File: config.mk
export PLATFORM = sky130hd
export DESIGN_NAME = mxbus_master_biu
export DESIGN_NICKNAME = d
export VERILOG_FILES = /design/src/rtl/mxbus_pkg.sv /design/src/rtl/mxbus_master_biu_wdog.sv /design/src/rtl/mxbus_master_biu.sv
export SDC_FILE = /design/constraint.sdc
export NUM_CORES = 1
export LEC_CHECK = 0
export BUFFER_PORTS_ARGS = -buffer_cell sky130_fd_sc_hd__buf_2
export CAP_MARGIN = 20
export CELL_PAD_IN_SITES_DETAIL_PLACEMENT = 0
export CELL_PAD_IN_SITES_GLOBAL_PLACEMENT = 1
export CORE_ASPECT_RATIO = 1.2
export CORE_UTILIZATION = 28
export CTS_BUF_LIST = sky130_fd_sc_hd__clkbuf_16
export DETAILED_ROUTE_END_ITERATION = 6
export MAX_ROUTING_LAYER = met4
export PLACE_DENSITY_LB_ADDON = 0.1
export REMOVE_ABC_BUFFERS = 1
export SYNTH_ARGS = -nofsm -noshare
export SYNTH_HDL_FRONTEND = slang
export SYNTH_SLANG_ARGS = --single-unit
File: constraint.sdc
create_clock -name clk -period 1.5 [get_ports clk]
set_input_delay 0.3 -clock clk [delete_from_list [all_inputs] [get_ports clk]]
set_output_delay 0.3 -clock clk [all_outputs]
set_load 0.005 [all_outputs]
File: src/rtl/mxbus_pkg.sv
// Shared types and constants for the MX Bus master bus-interface unit.
package mxbus_pkg;

  typedef enum logic [1:0] {IDLE, ISSUE, WAIT_CPL, RESP} biu_state_t;

  localparam int MXBUS_DATA_W          = 8;
  localparam int MXBUS_DEFAULT_TIMEOUT = 16;

  // Response payload held for the core while in RESP.
  typedef struct packed {
    logic [MXBUS_DATA_W-1:0] rdata;
    logic                    err;
  } biu_rsp_t;

endpackage

File: src/rtl/mxbus_master_biu_wdog.sv
// Transaction watchdog: counts cycles while enabled and flags the last allowed cycle.
module mxbus_txn_wdog #(
  parameter int TIMEOUT_CYCLES = 16
) (
  input  logic clk,
  input  logic rst,
  input  logic clr,
  input  logic en,
  output logic expired
);

  localparam int CW = $clog2(TIMEOUT_CYCLES);

  logic [CW-1:0] cnt;

  always_ff @(posedge clk) begin
    if (rst)     cnt <= '0;
    else if (clr) cnt <= '0;
    else if (en)  cnt <= cnt + 1'b1;
  end

  // The FSM leaves ISSUE/WAIT_CPL on this cycle, so cnt never wraps.
  assign expired = (cnt == CW'(TIMEOUT_CYCLES - 1));

endmodule

File: src/rtl/mxbus_master_biu.sv
// Single-outstanding MX Bus master: core valid/ready request in, one MX Bus
// read or write transaction out, response (data or timeout error) back.
module mxbus_master_biu
  import mxbus_pkg::*;
#(
  parameter int ADDR_WIDTH     = 8,
  parameter int DATA_WIDTH     = MXBUS_DATA_W,
  parameter int TIMEOUT_CYCLES = MXBUS_DEFAULT_TIMEOUT
) (
  input  logic                  clk,
  input  logic                  rst,
  input  logic                  req_valid,
  output logic                  req_ready,
  input  logic                  req_we,
  input  logic [ADDR_WIDTH-1:0] req_addr,
  input  logic [DATA_WIDTH-1:0] req_wdata,
  output logic                  rsp_valid,
  input  logic                  rsp_ready,
  output logic [DATA_WIDTH-1:0] rsp_rdata,
  output logic                  rsp_err,
  output logic                  m0_wr_txn_start,
  output logic [DATA_WIDTH-1:0] m0_wr_data,
  output logic [ADDR_WIDTH-1:0] m0_wr_addr,
  input  logic                  m0_wr_ready,
  input  logic                  m0_wr_txn_ack,
  input  logic                  m0_wr_txn_cpl,
  output logic                  m0_rd_txn_start,
  output logic [ADDR_WIDTH-1:0] m0_rd_addr,
  input  logic [DATA_WIDTH-1:0] m0_rd_data,
  input  logic                  m0_rd_ready,
  input  logic                  m0_rd_txn_ack,
  input  logic                  m0_rd_txn_cpl
);

  biu_state_t state, state_nxt;
  biu_rsp_t   rsp_q, rsp_nxt, done_rsp;

  logic                  we_q;
  logic [ADDR_WIDTH-1:0] addr_q;
  logic [DATA_WIDTH-1:0] wdata_q;
  logic                  accept, start, expired;
  logic                  sel_ack, sel_cpl;

  assign sel_ack = we_q ? m0_wr_txn_ack : m0_rd_txn_ack;
  assign sel_cpl = we_q ? m0_wr_txn_cpl : m0_rd_txn_cpl;

  mxbus_txn_wdog #(.TIMEOUT_CYCLES(TIMEOUT_CYCLES)) u_wdog (
    .clk     (clk),
    .rst     (rst),
    .clr     (accept),
    .en      ((state == ISSUE) || (state == WAIT_CPL)),
    .expired (expired)
  );

  always_ff @(posedge clk) begin
    if (rst) begin
      state   <= IDLE;
      rsp_q   <= '0;
      we_q    <= 1'b0;
      addr_q  <= '0;
      wdata_q <= '0;
    end else begin
      state <= state_nxt;
      rsp_q <= rsp_nxt;
      if (accept) begin
        we_q    <= req_we;
        addr_q  <= req_addr;
        wdata_q <= req_wdata;
      end
    end
  end

  always_comb begin
    state_nxt      = state;
    rsp_nxt        = rsp_q;
    req_ready      = 1'b0;
    accept         = 1'b0;
    start          = 1'b0;
    done_rsp.err   = 1'b0;
    done_rsp.rdata = we_q ? '0 : MXBUS_DATA_W'(m0_rd_data);
    case (state)
      IDLE: begin
        req_ready = 1'b1;
        if (req_valid) begin
          accept    = 1'b1;
          state_nxt = ISSUE;
        end
      end
      ISSUE: begin
        start = we_q ? m0_wr_ready : m0_rd_ready;
        // cpl alone counts as ack+cpl; completion beats an expiring watchdog,
        // but a bare ack on the last cycle does not extend the budget.
        if (sel_cpl) begin
          state_nxt = RESP;
          rsp_nxt   = done_rsp;
        end else if (expired) begin
          state_nxt = RESP;
          rsp_nxt   = '{rdata: '0, err: 1'b1};
        end else if (sel_ack && start) begin
          state_nxt = WAIT_CPL;
        end
      end
      WAIT_CPL: begin
        if (sel_cpl) begin
          state_nxt = RESP;
          rsp_nxt   = done_rsp;
        end else if (expired) begin
          state_nxt = RESP;
          rsp_nxt   = '{rdata: '0, err: 1'b1};
        end
      end
      RESP: begin
        if (rsp_ready) state_nxt = IDLE;
      end
      default: state_nxt = IDLE;
    endcase
  end

  assign rsp_valid       = (state == RESP);
  assign rsp_rdata       = DATA_WIDTH'(rsp_q.rdata);
  assign rsp_err         = rsp_q.err;
  assign m0_wr_txn_start = start & we_q;
  assign m0_rd_txn_start = start & ~we_q;
  assign m0_wr_addr      = addr_q;
  assign m0_wr_data      = wdata_q;
  assign m0_rd_addr      = addr_q;

endmodule

After elaboration in Yosys (flattened, before gate mapping)
Cells that the tools add are included.
{"block": "word_totals", "register_bits": 32, "out_inout_bits": 37}
{"block": "classes", "n_eq_ne": 8, "n_bitwise": 3, "n_addsub": 1, "n_reduce_logical": 8, "muxes": 18}
{"op": "2-to-1 mux 9 bit", "count": 2}
{"op": "2-to-1 mux 2 bit", "count": 7}
{"op": "2-to-1 mux 8 bit", "count": 1}
{"op": "case mux 2 bit (4 select lines)", "count": 1}
{"op": "2-to-1 mux 1 bit", "count": 7}
{"op": "adder 4 x 1 -> 4 bit (second input constant)", "count": 1}
{"op": "== test 2 bit (second input constant)", "count": 2}
{"op": "== test 4 bit (second input constant)", "count": 1}
{"op": "!= test 4 x 3 -> 1 bit (second input constant)", "count": 1}
{"op": "AND reduction 4 bit", "count": 1}
{"op": "OR reduction 2 bit", "count": 2}
{"op": "!= test 3 bit (second input constant)", "count": 1}
{"op": "AND 1 bit", "count": 2}
{"op": "== test 2 x 1 -> 1 bit (second input constant)", "count": 1}
{"op": "logical NOT 2 bit", "count": 1}
{"op": "!= test 2 x 1 -> 1 bit (second input constant)", "count": 1}
{"op": "!= test 2 bit (second input constant)", "count": 1}
{"op": "AND reduction 2 bit", "count": 1}
{"op": "nonzero test 2 bit", "count": 1}
{"op": "logical AND 1 bit", "count": 1}
{"op": "logical OR 1 bit", "count": 1}
{"op": "NOT 1 bit", "count": 1}

Longest topological paths before layout
Gate-level depths: netlist of the first run.
{"block": "depth", "depth_word": 6, "ltp_mapped": 6, "ltp_nobuf": 6}

By module
From an unflattened synthesis of the first run, not the netlist that was laid out.
{"block": "hier_totals", "cells_unflattened": 170, "area_unflattened_um2": 1425.1}
{"module": "mxbus_master_biu", "instances": 1, "cells_per_inst": 152, "area_per_inst_um2": 1241.2}
{"module": "mxbus_txn_wdog", "instances": 1, "cells_per_inst": 18, "area_per_inst_um2": 183.9}

Worst setup path before layout of the first run
Ideal clock, no wire load.
{"block": "synth_path", "path_type": "register to register", "startpoint": "reg state[0]", "endpoint": "reg addr_q[0], in the netlist m0_rd_addr[0]", "path_stages_with_launch": 7, "required_time_ns": 1.430, "setup_time_ns": 0.070, "synth_period_minus_slack_ns": 1.448, "path_slack_ns": 0.052, "arrival_ns": 1.377, "path_cell_list": "dfxtp_1 inv_1 ha_1 nand2_1 clkbuf_1 nand2_1 a21oi_1"}
{"block": "synth_via", "elab_chain_cells": 2}
{"element": "start, declared", "line_no": "mxbus_master_biu.sv:35", "source": "biu_state_t state, state_nxt;"}
{"element": "start signal, assigned", "line_no": "mxbus_master_biu.sv:63", "source": "state <= state_nxt;"}
{"element": "logical NOT 2 bit", "line_no": "mxbus_master_biu.sv:81", "source": "case (state)"}
{"element": "2-to-1 mux 1 bit", "line_no": "mxbus_master_biu.sv:81"}
{"element": "end signal, assigned", "line_no": "mxbus_master_biu.sv:67", "source": "addr_q <= req_addr;"}
{"element": "end, declared", "line_no": "mxbus_master_biu.sv:39", "source": "logic [ADDR_WIDTH-1:0] addr_q;"}
No other way between the ends.
A chain may end at the register's enable or synchronous reset.

Worst setup path in the final report of the first run
{"block": "layout_path", "startpoint": "reg state[1]", "endpoint": "out m0_wr_txn_start"}
{"block": "layout_via", "elab_chain_cells": 3}
{"element": "== test 2 x 1 -> 1 bit", "line_no": "mxbus_master_biu.sv:81"}
{"element": "2-to-1 mux 1 bit", "line_no": "mxbus_master_biu.sv:81"}
{"element": "AND 1 bit", "line_no": "mxbus_master_biu.sv:122", "source": "assign m0_wr_txn_start = start & we_q;"}
{"element": "end, declared", "line_no": "mxbus_master_biu.sv:21", "source": "output logic m0_wr_txn_start,"}
No other way between the ends.

==> results.cfg, run 1 <==
[die]
die-area_mm2 = 0.005339
dieWidth_um = 66.87
die_h_um = 79.84
initial_core_util_pct = 29.89
io_pins = 72
rows = 27
core_mm2 = 0.004730

[yosys]
synth_top_cell_by_area = dfxtp_1
synth_top_area_share_pct = 45.31
synth_cell_types = 29
synthCells = 170
yosys_most_used_dff = dfxtp_1
post_synth.cell_area_avg_um2 = 8.317
syn-cell-area_mm2 = 0.001414
synth-seq-cells = 32
synth-edff-count = 0
ys_top_cells_by_area = dfxtp_1 (45%), nand2_1 (12%), a21oi_1 (9.2%)
async_reset_ff_share_pct = 0
synth_warnings = 0
ys_seq_area_share_pct = 45.31

[clocking]
post_cts_hold_buffer_count = 0
htreeDepth = 2
clockBufferDepth = 2
cts.sinks = 32
clk_latency_ns = 0.27
cts_root_buffer = clkbuf_16
cts_buffers = 5
clk_pin_slew_worst_paths_ns = 0.05
tritoncts = done

[placement]
buffer_ports.inserted = 71
dp_cells = 288
gp_congestion = 0.6776
hpwl_mm = 2.484

[detailed_routing]
routedWlPerCell_um = 11.54
drt_iter0_drc = 47
drt-total-wl_mm = 3.427
antenna_left = 0
drc = 0
vias = 1346
avgViaCountPerCell = 4.532
dr.pass1.iters = 4

[layout]
diodes = 0
fin_util_pct = 41.77
num-nets-final = 279
layout_commonest_cell = buf_2
final_cell_mix = buf_2 (70), nand2_1 (46), dfxtp_1 (31), a21oi_1 (25), nand3_1 (9)
area_growth_pct = 39.73
layout.cells.non_filler = 297
drive_above_1_share_pct = 40.59

[hold_path]
hold_start = req_wdata[1]
min_path_type = input port to flip-flop
worstHoldPathCells = 3

[critical_path]
cp.arrival_ns = 1.18
r2r-start = state[0]
cp-end-kind = primary output
reg2reg_depth = 5
crit_type = flip-flop to primary output
crit_required_ns = 1.20
crit_path_start_kind = flip-flop
setup.worst_path.start = state[1]
crit_fanout = 4

[grt]
grt_max_degree = 34
grt_use_total_pct = 14.03
grt-ovfl-total = 0
antenna_found_initial = 0
grt_pass1_vias = 1244
grt_first_pass_wirelength_mm = 5.478

[timing]
hold_viol = 0
slew_headroom_pct = 59.15
min_period_over_period_pct = 98.61
hold_ws_ns = 0.2657
rsz0062_at_grt = yes
skew_ns = 0.001353
setup_viol = 0
maxSlewViolCount = 0
fin_crit_ns = 1.479
fin_tns_setup_ns = 0
fmax_mhz = 676.1
worstMarginPinSlew_ns = 0.6127

[power_and_ir_drop]
fin_total_pwr_uw = 3425
peakVddDrop_v = 0.0006727
leakage_uw = 0.0009352
power_density_mw_per_mm2 = 1734

[job]
cap_violations = 0

[status]
status = finished clean
[cells by family after synthesis]
family	synth area share, %
and+or+nand+nor	23.98
buffers and inverters	7.611
adders and majority gates	5.310
DFF	45.31
AOI/OAI and AO/OA	12.74
muxes	3.186
xor gates and xnor gates	1.859
[metrics by stage]
step	worst slack, ns	instance area, um2
4_1_cts	-0.01829	1948
2_1_floorplan	-0.02260	1318
3_3_place_gp	-0.01424	1790
6_report	0.02089	1976
5_1_grt	-0.007676	1976
3_5_place_dp	-0.07148	1790
[per-layer routing]
layer,share of wire (%),GRT usage (%),vias to the layer above
met5,0,-,-
met4,1.3,5.745,0
met3,5.9,3.857,4
met2,51,23.54,44
met1,41,15.42,608
li1,-,-,690
[layout make-up]
type,instances,area (um2)
fillers,500,2754
clock buffers,5,125.1
repair buffers,78,417.9
well taps,58,72.57
inverters,3,11.26
multi-input cells,118,693.2
clock inverters,3,13.76
flip-flops and latches,32,641.9
[timing repair]
action | in CTS | in global routing
pin swaps | 0 | 2
endpoints found under the setup margin | 19 | 5
resized for setup | 6 | 5
gates cloned | 0 | 0
buffers inserted | 0 | 1
[where the power goes]
group	switching (uW)	total, uW	leakage, uW	internal, uW
clock network	339	940	0.0000710	601
registers	100	1130	0.000262	1030
logic	730	1350	0.000602	625
total	1170	3430	0.000935	2260
[flip-flops by register name (all words and copies together) (netlist names)]
name / cells
we_q: 1
m0_wr_data: 8
state: 2
u_wdog.cnt: 4
m0_rd_addr: 8
rsp_rdata: 8
rsp_err: 1
[critical path, stage by stage (launching register included)]
cell     delay, ns
dfxtp_2       0.33
inv_2         0.04
buf_6         0.11
ha_4          0.16
and3_4        0.16
buf_6         0.10
[synthesized netlist by cell type, drive strengths merged (2+ instances only)]
cell / n
dfxtp: 32
mux2i: 3
and3: 2
nand2: 46
clkbuf: 7
nor3: 6
a21oi: 26
inv: 3
xor2: 2
nand2b: 4
ha: 6
nand3: 9
buf: 10
nor2: 2
[worst paths after layout]
path / slack [ns] / end
worst max-delay path: 0.02 / m0_wr_txn_start
worst min-delay path: 0.27 / m0_wr_data[1]
worst max register to register: 0.09 / rsp_rdata[0]
worst min register to register: 0.45 / m0_wr_data[6]
No activity file was read; power rests on OpenSTA's default activity.
==> inputs of run 2 (changes only) <==
--- a/config.mk
+++ b/config.mk
@@ -5,11 +5,12 @@
 export SDC_FILE = /design/constraint.sdc
 export NUM_CORES = 1
 export LEC_CHECK = 0
-export BUFFER_PORTS_ARGS = -buffer_cell sky130_fd_sc_hd__buf_2
+export BUFFER_PORTS_ARGS = -buffer_cell sky130_fd_sc_hd__clkbuf_2
 export CAP_MARGIN = 20
 export CELL_PAD_IN_SITES_DETAIL_PLACEMENT = 0
 export CELL_PAD_IN_SITES_GLOBAL_PLACEMENT = 1
 export CORE_ASPECT_RATIO = 1.2
+export CORE_MARGIN = 8
 export CORE_UTILIZATION = 28
 export CTS_BUF_LIST = sky130_fd_sc_hd__clkbuf_16
 export DETAILED_ROUTE_END_ITERATION = 6
==> run 2 against run 1 <==
  * Non-clock buffer count unchanged
  * Final area decreased by 0.25%
  * Hold slack got worse by 0.016 ns
  * Total power decreased by 0.36%
  * Die area increased by 42%
  * Clock-buffer cell count unchanged
  * Sequential power about the same
  * Core utilization decreased by 1.6 points
  * Global-route usage decreased by 3.3 points
  * Clock skew increased by 0.0040 ns
  * First-iteration DRC count increased by 26%
  * Critical endpoint unchanged
==> results.cfg, run 2 (same netlist as run 1, synthesis figures left out) <==
[timing]
skew_ns = 0.005318
fin_crit_ns = 1.454
min_period_over_period_pct = 96.92
rsz0062_at_grt = yes
slew_headroom_pct = 74.33
setup_viol = 0
maxSlewViolCount = 0
hold_viol = 0
setup_ws_ns = 0.04613
fmax_mhz = 687.8
fin_tns_setup_ns = 0
worstMarginPinSlew_ns = 0.3851

[layout]
num-nets-final = 279
layout_commonest_cell = clkbuf_2
final_cell_mix = clkbuf_2 (70), nand2_1 (46), dfxtp_1 (31), a21oi_1 (26), nand3_1 (9)
fin_util_pct = 40.18
drive_above_1_share_pct = 40.17
layout.cells.non_filler = 299
area_growth_pct = 39.38
diodes = 0
n_fill_cell = 516

[critical_path]
r2r_slack_ns = 0.09
crit_type = flip-flop to primary output
r2r-start = state[1]
cp-end-kind = primary output
crit_fanout = 5
r2r_end = state[0]
crit_required_ns = 1.20
cp.arrival_ns = 1.15
crit_path_start_kind = flip-flop
reg2reg_depth = 7

[status]
status = finished clean

[hold_path]
worstHoldPathCells = 3
hold_start = req_addr[3]
min_path_type = input port to flip-flop
hold_path_end = m0_rd_addr[3]

[grt]
grt_first_pass_wirelength_mm = 6.292
grt_max_degree = 22
grt_use_total_pct = 10.77
antenna_found_initial = 0
grt_pass1_vias = 1400
grt-ovfl-total = 0

[placement]
buffer_ports.inserted = 71
pre_cts_slack_ns = -0.02986
hpwl_mm = 3.019
gp_congestion = 0.7323
dp_cells = 291

[power_and_ir_drop]
power_frac_comb_pct = 39.2
p_seq_share_pct = 33.4
leakage_uw = 0.0009133
p_sw_uw = 1170
power_density_mw_per_mm2 = 1732
p_clk_share_pct = 27.5
peakVddDrop_v = 0.0006348
intPower_uw = 2243
p_sw_share_pct = 34.29

[clocking]
cts.sinks = 32
tritoncts = done
post-cts-setup-buffer-count = 0
cts_buffers = 5
cts_root_buffer = clkbuf_16
htreeDepth = 2
clk_latency_ns = 0.27
clockBufferDepth = 2
clk_pin_slew_worst_paths_ns = 0.05

[detailed_routing]
antenna_left = 0
drt_iter0_drc = 59
drc = 0
routedWlPerCell_um = 12.99
avgViaCountPerCell = 4.472
drt-total-wl_mm = 3.883
vias = 1337
dr.pass1.iters = 3

[die]
initial_core_util_pct = 28.83
die-area_mm2 = 0.007589
rows = 28
die_h_um = 93.84
io_pins = 72
core_mm2 = 0.004905
dieWidth_um = 80.87

[job]
cap_violations = 0
-- run 2: how the worst max path moves through the flow --
| stage | endpoint | startpoint | slack, ns |
|---|---|---|---|
| after floorplan | u_wdog.cnt[3] | state[0] | -0.02 |
| after global placement | m0_wr_data[1] | state[1] | 0.03 |
| after detailed placement | m0_rd_addr[7] | state[1] | -0.03 |
| after CTS | m0_wr_txn_start | state[0] | 0.0005 |
| after global routing | state[0] | state[1] | -0.002 |
| final | m0_wr_txn_start | state[0] | 0.05 |
-- run 2: per-stage QoR --
stage | area, um2 | power [uW] | hold slack, ns
2_1_floorplan | 1318 | 1867 | 0.3691
3_3_place_gp | 1800 | 2420 | 0.4400
3_5_place_dp | 1800 | 2456 | 0.4484
4_1_cts | 1957 | 3456 | 0.2415
5_1_grt | 1971 | 3676 | 0.2451
6_report | 1971 | 3413 | 0.2493
-- run 2: area by class of cell --
| class | count | area [um2] | share of cell area [%] |
|---|---|---|---|
| Multi-Input combinational cell | 118 | 685.7 | 34.79 |
| Sequential cell | 32 | 641.9 | 32.57 |
| Timing Repair Buffer | 78 | 417.9 | 21.21 |
| Clock buffer | 5 | 125.1 | 6.349 |
| Tap cell | 60 | 75.07 | 3.810 |
| Clock inverter | 3 | 13.76 | 0.6984 |
| Inverter | 3 | 11.26 | 0.5714 |
-- run 2: layer usage --
layer	track usage, %	vias to the layer above	share of wire [%]
met5	-	-	0
met4	3.582	0	0.64
met3	3.927	2	5.2
met2	18.82	34	52
met1	10.73	607	42
li1	-	694	-
-- run 2: critical path: stages, from the launching register on --
cell and delay (ns):
dfxtp_2 0.32, buf_6 0.12, ha_4 0.17, and3_4 0.16, buf_6 0.11
-- run 2: repair_timing --
item / in CTS / in global routing
hold buffers: 0 / 0
gates cloned: 0 / 0
resized for setup: 4 / 6
setup endpoints to repair: 19 / 17
-- run 2: power by group through the flow --
| stage | Sequential, uW | Clock, uW | Combinational, uW |
|---|---|---|---|
| final | 1140 | 938 | 1340 |
| after global routing | 1160 | 1030 | 1490 |
| after CTS | 1140 | 978 | 1340 |
| after detailed placement | 1150 | 0 | 1300 |
| after global placement | 1140 | 0 | 1280 |
| after floorplan | 1170 | 0 | 693 |
